$ cat src/rtl/vga_timing_gen.sv
// Raster timing source: pixel coordinates, active-video flag, sync pins and a
// once-per-frame strobe at the start of vertical blanking. Defaults are 640x480@60.
module vga_timing_gen #(
  parameter int unsigned H_ACTIVE = 640,
  parameter int unsigned H_FP     = 16,
  parameter int unsigned H_SYNC   = 96,
  parameter int unsigned H_BP     = 48,
  parameter int unsigned V_ACTIVE = 480,
  parameter int unsigned V_FP     = 10,
  parameter int unsigned V_SYNC   = 2,
  parameter int unsigned V_BP     = 33,
  parameter bit          HS_POL   = 1'b0,
  parameter bit          VS_POL   = 1'b0
) (
  input  logic       clk,
  input  logic       rst_n,
  input  logic       pix_ce,
  output logic [9:0] x,
  output logic [9:0] y,
  output logic       active,
  output logic       hsync,
  output logic       vsync,
  output logic       next_frame,
  output logic [7:0] frame_cnt
);

  localparam int unsigned H_TOTAL = H_ACTIVE + H_FP + H_SYNC + H_BP;
  localparam int unsigned V_TOTAL = V_ACTIVE + V_FP + V_SYNC + V_BP;

  generate
    if (H_TOTAL > 1024 || V_TOTAL > 1024 || H_TOTAL == 0 || V_TOTAL == 0) begin : g_bad_totals
      $error("vga_timing_gen: H_TOTAL and V_TOTAL must be in 1..1024");
    end
  endgenerate

  localparam logic [9:0]  H_LAST = 10'(H_TOTAL - 1);
  localparam logic [9:0]  V_LAST = 10'(V_TOTAL - 1);

  // Region bounds widened to 11 bits so a 1024-wide region still compares correctly.
  localparam logic [10:0] H_ACT = 11'(H_ACTIVE);
  localparam logic [10:0] H_HS0 = 11'(H_ACTIVE + H_FP);
  localparam logic [10:0] H_HS1 = 11'(H_ACTIVE + H_FP + H_SYNC);
  localparam logic [10:0] V_ACT = 11'(V_ACTIVE);
  localparam logic [10:0] V_VS0 = 11'(V_ACTIVE + V_FP);
  localparam logic [10:0] V_VS1 = 11'(V_ACTIVE + V_FP + V_SYNC);

  logic [9:0]  x_nxt;
  logic [9:0]  y_nxt;
  logic        line_end;
  logic        frame_end;
  logic [10:0] x_ext;
  logic [10:0] y_ext;
  logic        act_nxt;
  logic        hs_on;
  logic        vs_on;
  logic        nf_nxt;

  always_comb begin
    x_nxt     = x + 10'd1;
    y_nxt     = y;
    line_end  = (x == H_LAST);
    frame_end = 1'b0;
    if (line_end) begin
      x_nxt = 10'd0;
      if (y == V_LAST) begin
        y_nxt     = 10'd0;
        frame_end = 1'b1;
      end else begin
        y_nxt = y + 10'd1;
      end
    end
  end

  // Sync/active are derived from the coordinates being loaded so they line up with x/y.
  always_comb begin
    x_ext   = {1'b0, x_nxt};
    y_ext   = {1'b0, y_nxt};
    act_nxt = (x_ext < H_ACT) && (y_ext < V_ACT);
    hs_on   = (x_ext >= H_HS0) && (x_ext < H_HS1);
    vs_on   = (y_ext >= V_VS0) && (y_ext < V_VS1);
    nf_nxt  = line_end && (y_ext == V_ACT);
  end

  always_ff @(posedge clk) begin
    if (!rst_n) begin
      x          <= 10'd0;
      y          <= 10'd0;
      frame_cnt  <= 8'd0;
      next_frame <= 1'b0;
      active     <= 1'b1;
      hsync      <= ~HS_POL;
      vsync      <= ~VS_POL;
    end else begin
      next_frame <= 1'b0;
      if (pix_ce) begin
        x          <= x_nxt;
        y          <= y_nxt;
        active     <= act_nxt;
        hsync      <= hs_on ? HS_POL : ~HS_POL;
        vsync      <= vs_on ? VS_POL : ~VS_POL;
        next_frame <= nf_nxt;
        if (frame_end) begin
          frame_cnt <= frame_cnt + 8'd1;
        end
      end
    end
  end

endmodule

$ cat config.mk
export PLATFORM = sky130hd
export DESIGN_NAME = vga_timing_gen
export DESIGN_NICKNAME = d
export VERILOG_FILES = /design/src/rtl/vga_timing_gen.sv
export SDC_FILE = /design/constraint.sdc
export NUM_CORES = 1
export LEC_CHECK = 0
export CAP_MARGIN = 40
export CORE_ASPECT_RATIO = 1.2
export CORE_MARGIN = 1
export CORE_UTILIZATION = 40
export CTS_CLUSTER_SIZE = 28
export DETAILED_ROUTE_END_ITERATION = 10
export PLACE_DENSITY = 0.73
export SLEW_MARGIN = 20
export SYNTH_ARGS = -nofsm -noshare
export SYNTH_HDL_FRONTEND = slang
export SYNTH_SLANG_ARGS = --single-unit
$ cat constraint.sdc
create_clock -name clk -period 1.85 [get_ports clk]
set_input_delay 0.37 -clock clk [delete_from_list [all_inputs] [get_ports clk]]
set_output_delay 0.37 -clock clk [all_outputs]
set_load 0.02 [all_outputs]
After elaboration in Yosys (flattened, before gate mapping)

Index checks and enable logic that the tools add are counted.

Muxes and demuxes: 7
Magnitude comparators: 6
Eq/ne operators: 3
Add/subtract/negate cells: 3
Reduce and logical (&&, ||, !) cells: 6

Operator list:

| kind                  | number |
|---|---|
| $mux 10               | 3 |
| $add 10x1->10 const B | 2 |
| $eq 10x10->1 const B  | 2 |
| $lt 10x10->1 const B  | 2 |
| $lt 10x9->1 const B   | 2 |
| $eq 10x9->1 const B   | 1 |
| $ge 10x10->1 const B  | 1 |
| $ge 10x9->1 const B   | 1 |
| $add 8x1->8 const B   | 1 |
| $logic_and 1x1->1     | 4 |
| $mux 1                | 4 |
| $reduce_and 2->1      | 2 |

Flip-flop bits (word level): 32
Input bits: 3
Logic and storage cells: 32

Depth between registers and ports, before layout

Word-level depth: 6
Gate-level depth with buffers: 8
Mapped depth without buffers: 7

Least setup slack after synthesis

Ideal clock, no wire load.

Path type: reg2reg
From: register x[0]
To: register y[8]
Cell stages (with the launch flop): 7
Buffers on the path: 0
Required time: 1.780 ns
Arrival: 2.104 ns
Slack: -0.324 ns
Path through: dfxtp_1 ha_1 nand4_1 nor4_4 nand2_2 or4_1 a21oi_1

Cells in the longest elaborated chain, start to end: 2

Ends and longest elaborated chain:

| element                | line | text |
|---|---|---|
| from (decl)            | 18   | `output logic [9:0] x,` |
| from (signal assigned) | 96   | `x <= x_nxt;` |
| $eq 10x10->1           | 61   | `line_end = (x == H_LAST);` |
| $mux 10                | 63   | `if (line_end) begin` |
| to (signal assigned)   | 97   | `y <= y_nxt;` |
| to (decl)              | 19   | `output logic [9:0] y,` |

Every way passes these cells.
A chain may end at the register's enable or synchronous reset.

Final worst setup path

From: register x[1]
To: register vsync

Cells in the longest elaborated chain, start to end: 5
Elaborated cells on any way between the ends: 6

Ends and longest elaborated chain:

| element                                           | line | text |
|---|---|---|
| $eq 10x10->1 *                                    | 61   |  |
| $mux 10 *                                         | 63   |  |
| $ge 10x9->1 / $lt 10x9->1 (equally long branches) | 80   | `vs_on = (y_ext >= V_VS0) && (y_ext < V_VS1);` |
| $logic_and 1x1->1 *                               | 80   |  |
| $mux 1 *                                          | 100  | `vsync <= vs_on ? VS_POL : ~VS_POL;` |
| to (signal assigned)                              | 92   | `vsync <= ~VS_POL;` |
| to (signal assigned)                              | 100  |  |
| to (decl)                                         | 22   | `output logic vsync,` |

Every way passes the cells marked *; elsewhere a longest branch is shown, timed or not.

==> results.json <==
{
  "clockBufferDepth": 2,
  "critPathMaxStageDelay_ps": 540,
  "portBuffers": 34,
  "internal-power_mw": 1.029,
  "core_area_sq_um": 4628,
  "outcome": "finished clean",
  "die_y_um": 78.08,
  "synth_fp_nets": 251,
  "ir_drop_v": 0.0003274,
  "crit_fanout": 5,
  "finalHoldViolCount": 0,
  "cts_inserted_buffers": 5,
  "r2r-end": "vsync$_SDFFE_PN1P_",
  "switchingPower_mw": 0.3003,
  "dp.cells": 364,
  "cts_tree": "built",
  "route.vias.total": 2081,
  "hold_path.class": "flop to flop",
  "synth.distinct_cells": 51,
  "first_pass_iters": 4,
  "netlist_area_sq_um": 1929,
  "r2r_slack_ps": 40,
  "wl_per_cell_um": 14.29,
  "swShare_pct": 22.59,
  "fin_crit_sh_pct": 97.82,
  "fin_crit_ps": 1810,
  "reg2reg_depth": 6,
  "dr.max_layer_used": "met4",
  "hpwl_um": 3839,
  "avgViaCountPerCell": 5.579,
  "setup_viol": 0,
  "hold_start": "active$_SDFFE_PN1P_",
  "max_freq_ghz": 0.5526,
  "clock_power_share_pct": 41.8,
  "drv_cap": 0,
  "layout.cells.most_common": "buf_4",
  "tightest_slew_ps": 425.0,
  "clk_pin_slew_ps": 70,
  "grt_pass1_wl_um": 8611,
  "start_kind": "flop",
  "fin_skew_ps": 4.402,
  "ys.warnings.count": 0,
  "r2r-start": "x[1]$_SDFFE_PN0P_",
  "n_fill_cell": 409,
  "synth_area_leaders": "dfxtp_1, nor2_1, a21oi_1, nand3_1, xnor2_1",
  "antenna_found_initial": 0,
  "grt_setup_unrepaired": "yes",
  "cts_num_sinks": 32,
  "worstSetupPathType": "flop to flop",
  "cp_data_arrival_time_ps": 1970,
  "p_comb_share_pct": 5.9,
  "final_util_pct": 60.12,
  "final_cells": 373,
  "grt_pass1_vias": 1906,
  "worst_slew_margin_rel_pct": 71.37,
  "ys_ff_latch": 32,
  "async_flop_share_pct": 0,
  "synth.avg_cell_area_sq_um": 7.907,
  "crit_required_ps": 2010,
  "grt_max_degree": 21,
  "h-tree-depth": 2,
  "die_area_sq_um": 5106,
  "crit_chain": "ha_4, and4_4, nand2_1, or4_4, a21oi_4, a41oi_1",
  "ant_nets": 0,
  "post_dp_cell_area_sq_um": 2611,
  "worstHoldEndpoint": "active$_SDFFE_PN1P_",
  "start_util_pct": 41.69,
  "drc": 0,
  "diodes": 0,
  "place_ws_ps": -129.4,
  "layout.nets": 321,
  "ctsHoldBuffers": 0,
  "p_leak_nw": 1.045,
  "synth_edf_count": 0,
  "worst_slack_ps": 40.24,
  "layout_common_cells": "buf_4, clkdlybuf4s50_1, nor2_1",
  "drt_iter0_drc": 164,
  "fin_area_sq_um": 2783,
  "wl_met3_um": 262,
  "met2WireLength_um": 2611,
  "fin_tns_setup_ps": 0,
  "root_buffer": "clkbuf_8",
  "p_per_area_nw_per_um2": 477.6,
  "drive_above_1_share_pct": 24.13,
  "place_congestion": 0.8682,
  "hold_depth": 2,
  "overflow": 0,
  "drt-met1-wl_um": 2391,
  "boundaryPins": 35,
  "seq_power_share_pct": 52.3,
  "crit_slowest_cell": "or4_4",
  "dieWidth_um": 65.40,
  "ys_seq_area_share_pct": 33.20,
  "synthFlopType": "dfxtp_1",
  "synthToLayoutAreaGrowth_pct": 44.23,
  "synthCells": 244,
  "track_usage_pct": 21.28,
  "num_rows": 27,
  "cp-end-kind": "flop",
  "routed_wl_um": 5330,
  "clock_latency_ps": 280,
  "synth_top_area_cell": "dfxtp_1",
  "startpoint": "x[1]$_SDFFE_PN0P_",
  "drv_slew": 0,
  "synth_top_area_share_pct": 33.20
}
-- layout make-up --
type | count | area, sq um | share of cell area (%)
clock buffers | 8 | 90.09 | 3.237
well taps | 58 | 72.57 | 2.608
repair buffers | 79 | 686.9 | 24.69
inverters | 8 | 30.03 | 1.079
multi-input cells | 188 | 1244 | 44.69
flip-flops and latches | 32 | 659.4 | 23.70
-- layer usage --
layer,track usage (%),vias up
met5,0,-
met4,5.652,0
met3,5.233,8
met2,36.80,57
met1,25.78,992
li1,-,1024
-- Yosys cell counts (2+ instances only) --
master / instances
a21oi_1: 16
a2bb2oi_1: 2
a31oi_1: 2
and2_1: 3
and3_1: 6
and4_1: 2
buf_2: 5
buf_4: 3
buf_6: 2
clkbuf_1: 6
dfxtp_1: 32
ha_1: 4
inv_1: 8
mux2i_1: 3
nand2_1: 18
nand2b_1: 2
nand3_1: 16
nand3b_1: 2
nand4_1: 10
nor2_1: 29
nor3_1: 10
nor3b_1: 3
nor4_1: 3
o2111ai_1: 2
o21a_1: 2
o21ai_0: 11
o31ai_1: 3
or4_1: 2
xnor2_1: 9
xor2_1: 7
-- power by group through the flow --
stage	combinational, mW	sequential [mW]	clock [mW]
floorplan	0.0282	0.720	0
global placement	0.0745	0.711	0
detailed placement	0.0765	0.711	0
CTS	0.0770	0.695	0.566
global route	0.0845	0.695	0.600
finish	0.0778	0.695	0.556
-- how the worst max path moves through the flow --
stage | cells past startpoint | to
after detailed placement | 6 | y[8]$_SDFFE_PN0P_
after CTS | 6 | vsync$_SDFFE_PN1P_
after global placement | 6 | y[8]$_SDFFE_PN0P_
after floorplan | 6 | y[8]$_SDFFE_PN0P_
final | 6 | vsync$_SDFFE_PN1P_
after global routing | 7 | y[8]$_SDFFE_PN0P_
-- critical path: cells and delay by family, from the launching register on --
family | cells | cell delay, ps
AO/OA/AOI/OAI | 2 | 300
adder cells (fa/ha/maj) | 1 | 150
flip-flops | 1 | 360
AND/OR/NAND/NOR | 3 | 880
-- metrics by stage --
step | power [mW] | hold slack [ps]
6_report | 1.329 | 505.2
4_1_cts | 1.338 | 492.9
3_3_place_gp | 0.7852 | 479.6
5_1_grt | 1.380 | 522.0
2_1_floorplan | 0.7479 | 491.7
3_5_place_dp | 0.7875 | 471.1
-- kinds of logic (layout without fill, tap and decap cells) --
logic type / after synthesis / count (layout) / share of synthesized area, %
simple gates: 115 / 115 / 32.04
buf+inv: 24 / 95 / 6.355
compound gates: 49 / 49 / 16.41
xor+xnor: 16 / 16 / 7.264
fa+ha+maj: 4 / 4 / 2.594
mux: 4 / 4 / 2.140
flops: 32 / 32 / 33.20
-- sequential cells by signal (all words and copies together), names as in the netlist --
signal,count
frame_cnt,8
vsync,1
x,10
next_frame,1
y,10
active,1
hsync,1
-- repair_timing --
item,CTS,global route
setup endpoints to repair,3,12
setup buffers,0,1
gates resized for setup,3,15
pin swaps,1,4
(Power assumes the default switching activity.)
